File: config.mk
export PLATFORM = sky130hd
export DESIGN_NAME = subbytes_enc_iter
export DESIGN_NICKNAME = d
export VERILOG_FILES = /design/src/rtl/subbytes_enc_iter.sv
export SDC_FILE = /design/constraint.sdc
export NUM_CORES = 2
export LEC_CHECK = 0
export BUFFER_PORTS_ARGS = -buffer_cell sky130_fd_sc_hd__buf_2
export CORE_ASPECT_RATIO = 1.5
export CORE_MARGIN = 4
export CORE_UTILIZATION = 45
export DETAILED_ROUTE_END_ITERATION = 6
export PLACE_DENSITY = 0.72
export SYNTH_ARGS = -nofsm -noshare
export SYNTH_HDL_FRONTEND = slang
export SYNTH_HIERARCHICAL = 1
export SYNTH_SLANG_ARGS = --single-unit
File: constraint.sdc
create_clock -name clk -period 36.8 [get_ports clk]
set_input_delay 1.84 -clock clk [delete_from_list [all_inputs] [get_ports clk]]
set_output_delay 1.84 -clock clk [all_outputs]
set_load 0.02 [all_outputs]
File: src/rtl/subbytes_enc_iter.sv
//------------------------------------------------------------------------------
// Module      : subbytes_enc_iter (with package subbytes_enc_iter_pkg and
//               leaf modules sbox / sboxi)
// Description : Iterative forward AES SubBytes on a 128-bit state.
//               BYTES_PER_CYCLE bytes are substituted per clock through
//               parallel sbox lanes, so one block takes 16/BYTES_PER_CYCLE
//               clocks. Valid/ready handshake on input and output; a new
//               block is only accepted once the previous result has been
//               taken (no overlap).
//
//               Optional feature macro: SUBBYTES_INV_EN
//                 defined   -> extra input 'inv', sampled with in_data at
//                              acceptance; inv=1 selects the inverse S-box
//                              (sboxi lanes) for that block.
//                 undefined -> forward substitution only, no sboxi lanes.
//
// Ports       : clk        in   1    rising-edge clock
//               rst_n      in   1    asynchronous active-low reset
//               in_valid   in   1    in_data is valid
//               in_ready   out  1    block can accept in_data (state IDLE)
//               in_data    in   128  byte0 = [127:120] ... byte15 = [7:0]
//               inv        in   1    (SUBBYTES_INV_EN only) inverse select
//               out_valid  out  1    out_data holds a completed result
//               out_ready  in   1    downstream accepts out_data
//               out_data   out  128  substituted state, same byte order
//               busy       out  1    block is in BUSY or DONE
//
// Revision    : 1.0 - initial release
//------------------------------------------------------------------------------
`timescale 1ns/1ps
`default_nettype none

package subbytes_enc_iter_pkg;

  // GF(2^8) multiply, AES polynomial x^8 + x^4 + x^3 + x + 1.
  function automatic logic [7:0] gf_mul(input logic [7:0] a, input logic [7:0] b);
    logic [7:0] p;
    logic [7:0] aa;
    p  = 8'h00;
    aa = a;
    for (int i = 0; i < 8; i++) begin
      if (b[i]) p = p ^ aa;
      aa = {aa[6:0], 1'b0} ^ (aa[7] ? 8'h1b : 8'h00);
    end
    return p;
  endfunction

  // Multiplicative inverse as x^254 (square-and-multiply over the exponent
  // bits 1111_1110). Maps 0 to 0, which is what the S-box needs.
  function automatic logic [7:0] gf_inv(input logic [7:0] x);
    logic [7:0] r;
    logic [7:0] sq;
    r  = 8'h01;
    sq = x;
    for (int i = 0; i < 8; i++) begin
      if (i != 0) r = gf_mul(r, sq);
      sq = gf_mul(sq, sq);
    end
    return r;
  endfunction

  // Forward affine map: b ^ rotl1 ^ rotl2 ^ rotl3 ^ rotl4 ^ 0x63.
  function automatic logic [7:0] affine_fwd(input logic [7:0] b);
    return b
         ^ {b[6:0], b[7]}
         ^ {b[5:0], b[7:6]}
         ^ {b[4:0], b[7:5]}
         ^ {b[3:0], b[7:4]}
         ^ 8'h63;
  endfunction

  // Inverse affine map: rotl1 ^ rotl3 ^ rotl6 ^ 0x05.
  function automatic logic [7:0] affine_inv(input logic [7:0] s);
    return {s[6:0], s[7]}
         ^ {s[4:0], s[7:5]}
         ^ {s[1:0], s[7:2]}
         ^ 8'h05;
  endfunction

endpackage

//------------------------------------------------------------------------------
// Forward AES S-box lane.
//------------------------------------------------------------------------------
module sbox (
  input  logic [7:0] a,
  output logic [7:0] c
);
  import subbytes_enc_iter_pkg::*;

  assign c = affine_fwd(gf_inv(a));
endmodule

`ifdef SUBBYTES_INV_EN
//------------------------------------------------------------------------------
// Inverse AES S-box lane.
//------------------------------------------------------------------------------
module sboxi (
  input  logic [7:0] a,
  output logic [7:0] c
);
  import subbytes_enc_iter_pkg::*;

  assign c = gf_inv(affine_inv(a));
endmodule
`endif

//------------------------------------------------------------------------------
// Top: iterative SubBytes engine.
//------------------------------------------------------------------------------
module subbytes_enc_iter #(
  parameter int BYTES_PER_CYCLE = 4
) (
  input  logic         clk,
  input  logic         rst_n,
  input  logic         in_valid,
  output logic         in_ready,
  input  logic [127:0] in_data,
`ifdef SUBBYTES_INV_EN
  input  logic         inv,
`endif
  output logic         out_valid,
  input  logic         out_ready,
  output logic [127:0] out_data,
  output logic         busy
);

  localparam int NUM_STEPS = 16 / BYTES_PER_CYCLE;
  localparam int CHUNK_W   = 8 * BYTES_PER_CYCLE;
  localparam int CNT_W     = (NUM_STEPS > 1) ? $clog2(NUM_STEPS) : 1;

  generate
    if (!(BYTES_PER_CYCLE == 1 || BYTES_PER_CYCLE == 2 || BYTES_PER_CYCLE == 4 ||
          BYTES_PER_CYCLE == 8 || BYTES_PER_CYCLE == 16)) begin : g_bad_bpc
      $error("subbytes_enc_iter: BYTES_PER_CYCLE must be 1, 2, 4, 8 or 16");
    end
  endgenerate

  typedef enum logic [1:0] {
    ST_IDLE = 2'd0,
    ST_BUSY = 2'd1,
    ST_DONE = 2'd2
  } state_t;

  state_t               r_state;
  state_t               w_state_nxt;
  logic [CNT_W-1:0]     r_step;
  logic [127:0]         r_work;
  logic [127:0]         w_work_nxt;
  logic [CHUNK_W-1:0]   w_chunk_in;
  logic [CHUNK_W-1:0]   w_chunk_out;
  logic [CHUNK_W-1:0]   w_chunk_fwd;
  logic                 w_accept;
  logic                 w_release;
  logic                 w_last_step;
`ifdef SUBBYTES_INV_EN
  logic                 r_inv;
  logic [CHUNK_W-1:0]   w_chunk_inv;
`endif

  assign in_ready    = (r_state == ST_IDLE);
  assign out_valid   = (r_state == ST_DONE);
  assign busy        = (r_state == ST_BUSY) || (r_state == ST_DONE);
  assign out_data    = r_work;

  assign w_accept    = in_valid && in_ready;
  assign w_release   = out_valid && out_ready;
  assign w_last_step = (r_step == CNT_W'(NUM_STEPS - 1));

  //--------------------------------------------------------------------------
  // FSM state register and next-state logic
  //--------------------------------------------------------------------------
  always_ff @(posedge clk or negedge rst_n) begin
    if (!rst_n) begin
      r_state <= ST_IDLE;
    end else begin
      r_state <= w_state_nxt;
    end
  end

  always_comb begin
    w_state_nxt = r_state;
    case (r_state)
      ST_IDLE: if (w_accept)    w_state_nxt = ST_BUSY;
      ST_BUSY: if (w_last_step) w_state_nxt = ST_DONE;
      ST_DONE: if (w_release)   w_state_nxt = ST_IDLE;
      default:                  w_state_nxt = ST_IDLE;
    endcase
  end

  //--------------------------------------------------------------------------
  // Chunk select / write-back. Step k owns bytes k*BPC .. k*BPC+BPC-1, which
  // sit MSB-first at bit offset 127 - k*CHUNK_W of the work register.
  //--------------------------------------------------------------------------
  always_comb begin
    w_chunk_in = '0;
    for (int k = 0; k < NUM_STEPS; k++) begin
      if (r_step == CNT_W'(k)) begin
        w_chunk_in = r_work[127 - k*CHUNK_W -: CHUNK_W];
      end
    end
  end

  always_comb begin
    w_work_nxt = r_work;
    for (int k = 0; k < NUM_STEPS; k++) begin
      if (r_step == CNT_W'(k)) begin
        w_work_nxt[127 - k*CHUNK_W -: CHUNK_W] = w_chunk_out;
      end
    end
  end

  //--------------------------------------------------------------------------
  // Substitution lanes, one per byte of the chunk (lane 0 = MSB byte).
  //--------------------------------------------------------------------------
  generate
    for (genvar j = 0; j < BYTES_PER_CYCLE; j++) begin : g_lane
      sbox u_sbox (
        .a (w_chunk_in [CHUNK_W - 1 - 8*j -: 8]),
        .c (w_chunk_fwd[CHUNK_W - 1 - 8*j -: 8])
      );
`ifdef SUBBYTES_INV_EN
      sboxi u_sboxi (
        .a (w_chunk_in [CHUNK_W - 1 - 8*j -: 8]),
        .c (w_chunk_inv[CHUNK_W - 1 - 8*j -: 8])
      );
`endif
    end
  endgenerate

`ifdef SUBBYTES_INV_EN
  // Direction is latched at acceptance so a later change on 'inv' cannot
  // mix forward and inverse bytes within one block.
  assign w_chunk_out = r_inv ? w_chunk_inv : w_chunk_fwd;
`else
  assign w_chunk_out = w_chunk_fwd;
`endif

  //--------------------------------------------------------------------------
  // Datapath: work register, step counter, direction flag
  //--------------------------------------------------------------------------
  always_ff @(posedge clk or negedge rst_n) begin
    if (!rst_n) begin
      r_work <= '0;
      r_step <= '0;
    end else begin
      case (r_state)
        ST_IDLE: begin
          if (w_accept) begin
            r_work <= in_data;
            r_step <= '0;
          end
        end
        ST_BUSY: begin
          r_work <= w_work_nxt;
          // Wraps to zero on the edge that enters DONE.
          r_step <= w_last_step ? '0 : r_step + CNT_W'(1);
        end
        default: begin
          // DONE holds the result stable under backpressure.
        end
      endcase
    end
  end

`ifdef SUBBYTES_INV_EN
  always_ff @(posedge clk or negedge rst_n) begin
    if (!rst_n) begin
      r_inv <= 1'b0;
    end else if (w_accept) begin
      r_inv <= inv;
    end
  end
`endif

endmodule

`default_nettype wire

Yosys cells after proc, flatten, opt, wreduce, memory -nomap -nowiden
Cells that the tools add are included.
- register bits: 132
- logic and storage cells: 1635
- output and inout bits: 131
- bits of input ports: 132
- reductions and logical operators: 12
- muxes and demuxes: 829
- equality and inequality tests: 11
- add/sub/neg operators: 1
- bitwise gates (word level): 776
- operators by type and width (cell ; number):
    bitwise XOR 8 bit ; 744
    2-to-1 mux 8 bit ; 420
    2-to-1 mux 5 bit ; 368
    2-to-1 mux 32 bit ; 8
    case mux 128 bit (2 select lines) ; 1
    2-to-1 mux 128 bit ; 1
    2-to-1 mux 7 bit ; 4
    NOT 1 bit (first input constant) ; 28
    2-to-1 mux 6 bit ; 4
    2-to-1 mux 2 bit ; 9
    2-to-1 mux 4 bit ; 4
    NOT 4 bit ; 4
    AND reduction 3 bit ; 5
    2-to-1 mux 3 bit ; 4
    inequality test 2 x 1 -> 1 bit (second input constant) ; 5
    equality test 2 bit (second input constant) ; 3
    case mux 2 bit (3 select lines) ; 1
    equality test 2 x 1 -> 1 bit (second input constant) ; 2
    logical NOT 2 bit ; 2
    2-to-1 mux 1 bit ; 4
    case mux 2 bit (2 select lines) ; 1
    adder 2 x 1 -> 2 bit (second input constant) ; 1
    logical AND 1 bit ; 2
    inequality test 2 bit (second input constant) ; 1
    3 further kinds ; 3

Depth between registers and ports, before layout
- depth in word-level cells: 139
- gate-level depth with buffers: 69
- gate-level depth less buffers: 58

Modules after synthesis
Netlist, hierarchy kept.
- by module, submodules not included (module ; times used ; area an instance (µm²) ; sequential area each (µm²) ; cells each):
    sbox ; 4 ; 15220.8 ; 0.0 ; 1942
    subbytes_enc_iter ; 1 ; 7707.4 ; 3303.2 ; 823

Least setup slack after synthesis
Ideal clock, no wire load.
- path type: reg-to-reg
- start point: register r_step[0]
- end point: register r_work[120] (netlist: out_data[120])
- cell stages (with the launch flop): 66
- period minus slack after synthesis: 16.186 ns
- path slack: 20.614 ns
- path buffers: 9
- setup time: 0.127 ns
- arrival time: 16.059 ns
- required time: 36.673 ns
- cell sequence: dfrtp_1 -> inv_1 -> ha_1 -> clkbuf_1 -> clkbuf_1 -> a221oi_1 -> o31ai_1 -> buf_2 -> buf_2 -> nand2_1 -> xor2_1 -> inv_2 -> buf_1 -> clkbuf_1 -> ha_1 -> buf_1 -> nand2_1 -> xor2_1 -> [30 not listed] -> a32oi_1 -> nand3_1 -> a311o_1 -> o211a_1 -> a21oi_1 -> xnor2_4 -> inv_2 -> xnor2_2 -> xor2_2 -> nor2_1 -> xnor3_1 -> xnor2_1 -> xnor3_1 -> xnor3_1 -> xnor2_1 -> nand2_1 -> o21ai_0 -> mux2_1
- cells in the longest elaborated chain, start to end: 136
- elaborated cells on any way between the ends: 402
- classes of those cells: eq/ne (4); mux (209); bitwise (187); reduce/logical (2)
- RTL lines (item ; RTL line ; source):
    start, declared ; 147 ; logic [CNT_W-1:0] r_step;
    start signal, assigned ; 257 ; r_step <= w_last_step ? '0 : r_step + CNT_W'(1);
    logical NOT 2 bit ; 198 ; if (r_step == CNT_W'(k)) begin
    2-to-1 mux 32 bit (3 in series) ; 198 ;
    2-to-1 mux 32 bit * ; 198 ;
    via w_chunk_in[31] ; 150 ; logic [CHUNK_W-1:0] w_chunk_in;
    2-to-1 mux 5 bit / 2-to-1 mux 8 bit (equally long branches) ; 43, 42 ;
    bitwise XOR 8 bit (on tied branches) ; 43, 42 ;
    bitwise XOR 8 bit / 2-to-1 mux 8 bit (equally long branches) ; 42 ; if (b[i]) p = p ^ aa;
    2-to-1 mux 8 bit / bitwise XOR 8 bit (equally long branches) ; 42 ;
    [120 not listed] ; - ;
    bitwise XOR 8 bit ; 65 ; ^ {b[6:0], b[7]}
    bitwise XOR 8 bit ; 66 ; ^ {b[5:0], b[7:6]}
    bitwise XOR 8 bit ; 67 ; ^ {b[4:0], b[7:5]}
    bitwise XOR 8 bit * ; 68 ; ^ {b[3:0], b[7:4]}
    NOT 4 bit (no source line) * ; - ;
    via w_chunk_fwd[24] ; 152 ; logic [CHUNK_W-1:0] w_chunk_fwd;
    2-to-1 mux 32 bit * ; 207 ; if (r_step == CNT_W'(k)) begin
    case mux 128 bit (2 select lines) * ; 247 ; case (r_state)
    end signal, assigned ; 250 ; r_work <= in_data;
    end signal, assigned ; 255 ; r_work <= w_work_nxt;
    end, declared ; 148 ; logic [127:0] r_work;
The timed path passes the listed nets; every way through them passes the cells marked *. The select of a mux whose other input is x is not followed.
A chain may end at the register's enable or synchronous reset.

Final worst setup path
- start point: register r_step[0]
- end point: register r_work[16] (netlist: out_data[16])
- cells in the longest elaborated chain, start to end: 136
- elaborated cells on any way between the ends: 402
- classes of those cells: eq/ne (4); mux (209); bitwise (187); reduce/logical (2)
- RTL lines (item ; RTL line):
    logical NOT 2 bit ; 198
    2-to-1 mux 32 bit (3 in series) ; 198
    2-to-1 mux 32 bit * ; 198
    via w_chunk_in[16] ; 150
    2-to-1 mux 8 bit ; 42
    bitwise XOR 8 bit ; 42
    2-to-1 mux 8 bit ; 42
    bitwise XOR 8 bit ; 42
    [120 not listed] ; -
    bitwise XOR 8 bit ; 65
    bitwise XOR 8 bit ; 66
    bitwise XOR 8 bit ; 67
    bitwise XOR 8 bit * ; 68
    NOT 4 bit (no source line) * ; -
    via w_chunk_fwd[16] ; 152
    2-to-1 mux 32 bit * ; 207
    case mux 128 bit (2 select lines) * ; 247
Marks and branches as above.

==> results.tsv <==
stage	metric	value	unit
status	status	finished with violations	
status	failing checks	DRC	
die	IO Pins	263	
global_routing	pin count of the biggest net entering global routing	94	
flow_run	Max Cap Viol	0	
sta	Final TNS setup	0	ps
synthesis	Post-Syn Area	0.0686	mm^2
final_layout	post-layout net count	8696	
critical_path	CP Class	reg -> reg	
synthesis	Seq/Total Area, Yosys	4.82	%
clock_tree	CTS root buf	clkbuf_16	
synthesis	number of flops mapped to enable cells by yosys	0	
synthesis	largest cells by area after synthesis	xnor2_1 (18%), xnor3_1 (12%), nor2_1 (5.9%), dfrtp_1 (4.8%), nand2_1 (4.7%)	
routing	Routed WL	212	mm
synthesis	Synth cell types	118	
routing	DR DRC count	5	
routing	wire per inst	20.0	um
sta	Slew @ Worst Pin	1300	ps
synthesis	cell accounting for the most synthesized area	xnor2_1	
critical_path	critical path's slowest cell	o21ai_0	
clock_tree	H-tree depth	4	
routing	total iterations of the first detailed-routing run	7	
synthesis	syn_nets	8758	
critical_path	Slowest Stage Delay on Critical Path	1000	ps
final_layout	Layout Area Growth over Synthesis	5.65	%
synthesis	top-count cell post-synth	xnor2_1	
synthesis	Yosys warnings	6	
global_routing	grt ovf	0	
clock_tree	Clk Latency, worst-skew pair	490	ps
critical_path	critical path capture point type	register	
place	Buffers on Ports	262	
min_path	Hold Path Depth	1	
clock_tree	CTS Hold Bufs	0	
sta	minimum clock period	20320	ps
sta	Max Clock Freq	0.0492	GHz
synthesis	syn avg cell area	7.98	um^2
die	die area	0.159	mm^2
clock_tree	total CTS buffers	17	
routing	via count	63327	
critical_path	worst-path fanout max	25	
synthesis	synth cell count leaders	xnor2_1 (1,392), nor2_1 (1,083), nand2_1 (860)	
synthesis	share of the synthesized area in the top cell type	17.8	%
synthesis	Mapped Cells	8591	
global_routing	overall fraction of global-route tracks in use	25.4	%
critical_path	critical path launch point type	register	
sta	Final period util	55.2	%
critical_path	WP data arrival	20670	ps
synthesis	Seq cells post-synth	132	
routing	Via density	5.98	
sta	RSZ-0062 raised after global routing	false	
routing	DR iter-0 viols	5421	
place	placed instance count	10544	
routing	Antenna Nets Post-Route	0	
global_routing	vias in the first global route	62347	
clock_tree	CTS tree	yes	
clock_tree	CTS max path bufs	2	
synthesis	ys async rst share	100	%
die	Initial Util	45.3	%
place	GPL Wtd Cong	0.959	
die	Core ar.	0.152	mm^2
die	die width	327	um
final_layout	layout cells sized above 1	15.1	%
sta	Final Hold Viols	0	
clock_tree	post_cts resized	0	
critical_path	Crit path top cell by count	nand2_1	
global_routing	first-pass GRT wire length	336	mm
sta	clock skew	25.2	ps
final_layout	Final Non-Filler Cells	10584	
synthesis	Post-synth top flop	dfrtp_1	
min_path	Hold Crit Class	reg -> reg	
sta	Slew HR	12.3	%
die	Die H	486	um
clock_tree	Post-CTS Setup Inserts	0	
critical_path	R2R depth	60	
place	post-DP HPWL	159	mm
global_routing	initial antenna violation count	12	
clock_tree	Worst-path clk slew	70	ps
sta	setup violators final	0	
critical_path	CP Data Required Time	37150	ps
sta	Slew Viols, Final	0	
die	FP Rows	175	
clock_tree	clk sinks	132	
final_layout	Fill cells	14621	
==> registers in the layout, indices dropped and copies added, names as in the netlist <==
signal / flops
r_state: 2
r_step: 2
out_data: 128
==> cell type report <==
class / instances / area, um^2 / area share, %
antenna: 7 / 17.5 / 0.0242
clock buffer: 18 / 429 / 0.592
clock inverter: 14 / 213 / 0.294
inverter: 251 / 942 / 1.30
multi-input combinational: 7617 / 61800 / 85.3
sequential: 132 / 3300 / 4.56
tap: 2035 / 2550 / 3.51
timing repair buffer: 510 / 3180 / 4.39
==> worst max-delay path: cells and delay by family (launching register included) <==
family                     cells  cell delay (ps)
buffers and inverters          7             2170
and+or+nand+nor               15             3030
xor gates and xnor gates      16             5890
DFF                            1              450
muxes                          4             1290
adders and majority gates      5             2360
AOI/OAI and AO/OA             13             4950
==> routing by layer <==
layer / vias up / GRT usage (%) / part of all wire, %
met1: 30209 / 30.0 / 38
li1: 29646 / - / -
met3: 640 / 4.59 / 8.3
met4: 6 / 9.81 / 4.0
met2: 2826 / 45.6 / 50
met5: - / 0 / 0.019
==> placed cells by master (no fill, tap or decap), types with 80 or more instances in the layout <==
master,instances
xnor2_1,1347
a21oi_1,364
o21ai_1,80
buf_4,248
xor2_1,348
nand3_1,184
xnor3_1,356
nor2_1,1079
xnor2_2,221
o21ai_0,374
nor3_1,208
buf_2,261
o22ai_1,108
nand2b_1,98
mux2i_1,232
mux2_2,137
inv_1,215
dfrtp_1,132
nand2_1,860
==> final timing paths <==
check,startpoint,to,slack [ps]
min in group asynchronous,rst_n,out_data[67]$_DFFE_PN0P_,1360
worst max register to register,r_step[0]$_DFFE_PN0P_,out_data[16]$_DFFE_PN0P_,16480
worst min-delay path,out_data[51]$_DFFE_PN0P_,out_data[51]$_DFFE_PN0P_,540
worst max-delay path,r_step[0]$_DFFE_PN0P_,out_data[16]$_DFFE_PN0P_,16480
max in group asynchronous,rst_n,out_data[70]$_DFFE_PN0P_,34100
worst min register to register,out_data[51]$_DFFE_PN0P_,out_data[51]$_DFFE_PN0P_,540
==> per-stage QoR <==
step                      worst slack [ps]  util [%]  cell area, um^2  hold slack [ps]
final                                16480      47.8            72500              540
after global routing                 15280      47.8            72500              558
after CTS                            16610      47.8            72400              541
after detailed placement             16710      47.4            71800              526
after global placement               16930      47.4            71800              514
after floorplan                      20610         -            68600              516
==> kinds of logic (layout without fill, tap and decap cells) <==
kind of cell             Yosys count  count (layout)  synth area share, %
XOR/XNOR                        2492            2492                 45.3
buffers and inverters            842             793                 5.73
multiplexers                     421             421                 6.80
adder cells (fa/ha/maj)           39              39                0.697
other                              0               7                    0
flip-flops                       132             132                 4.82
AO/OA/AOI/OAI                   1737            1737                 17.2
AND/OR/NAND/NOR                 2928            2928                 19.4
Power is left out: the tool's default activity adds up to more than one toggle a clock period on the data nets, which glitch-free logic cannot reach.
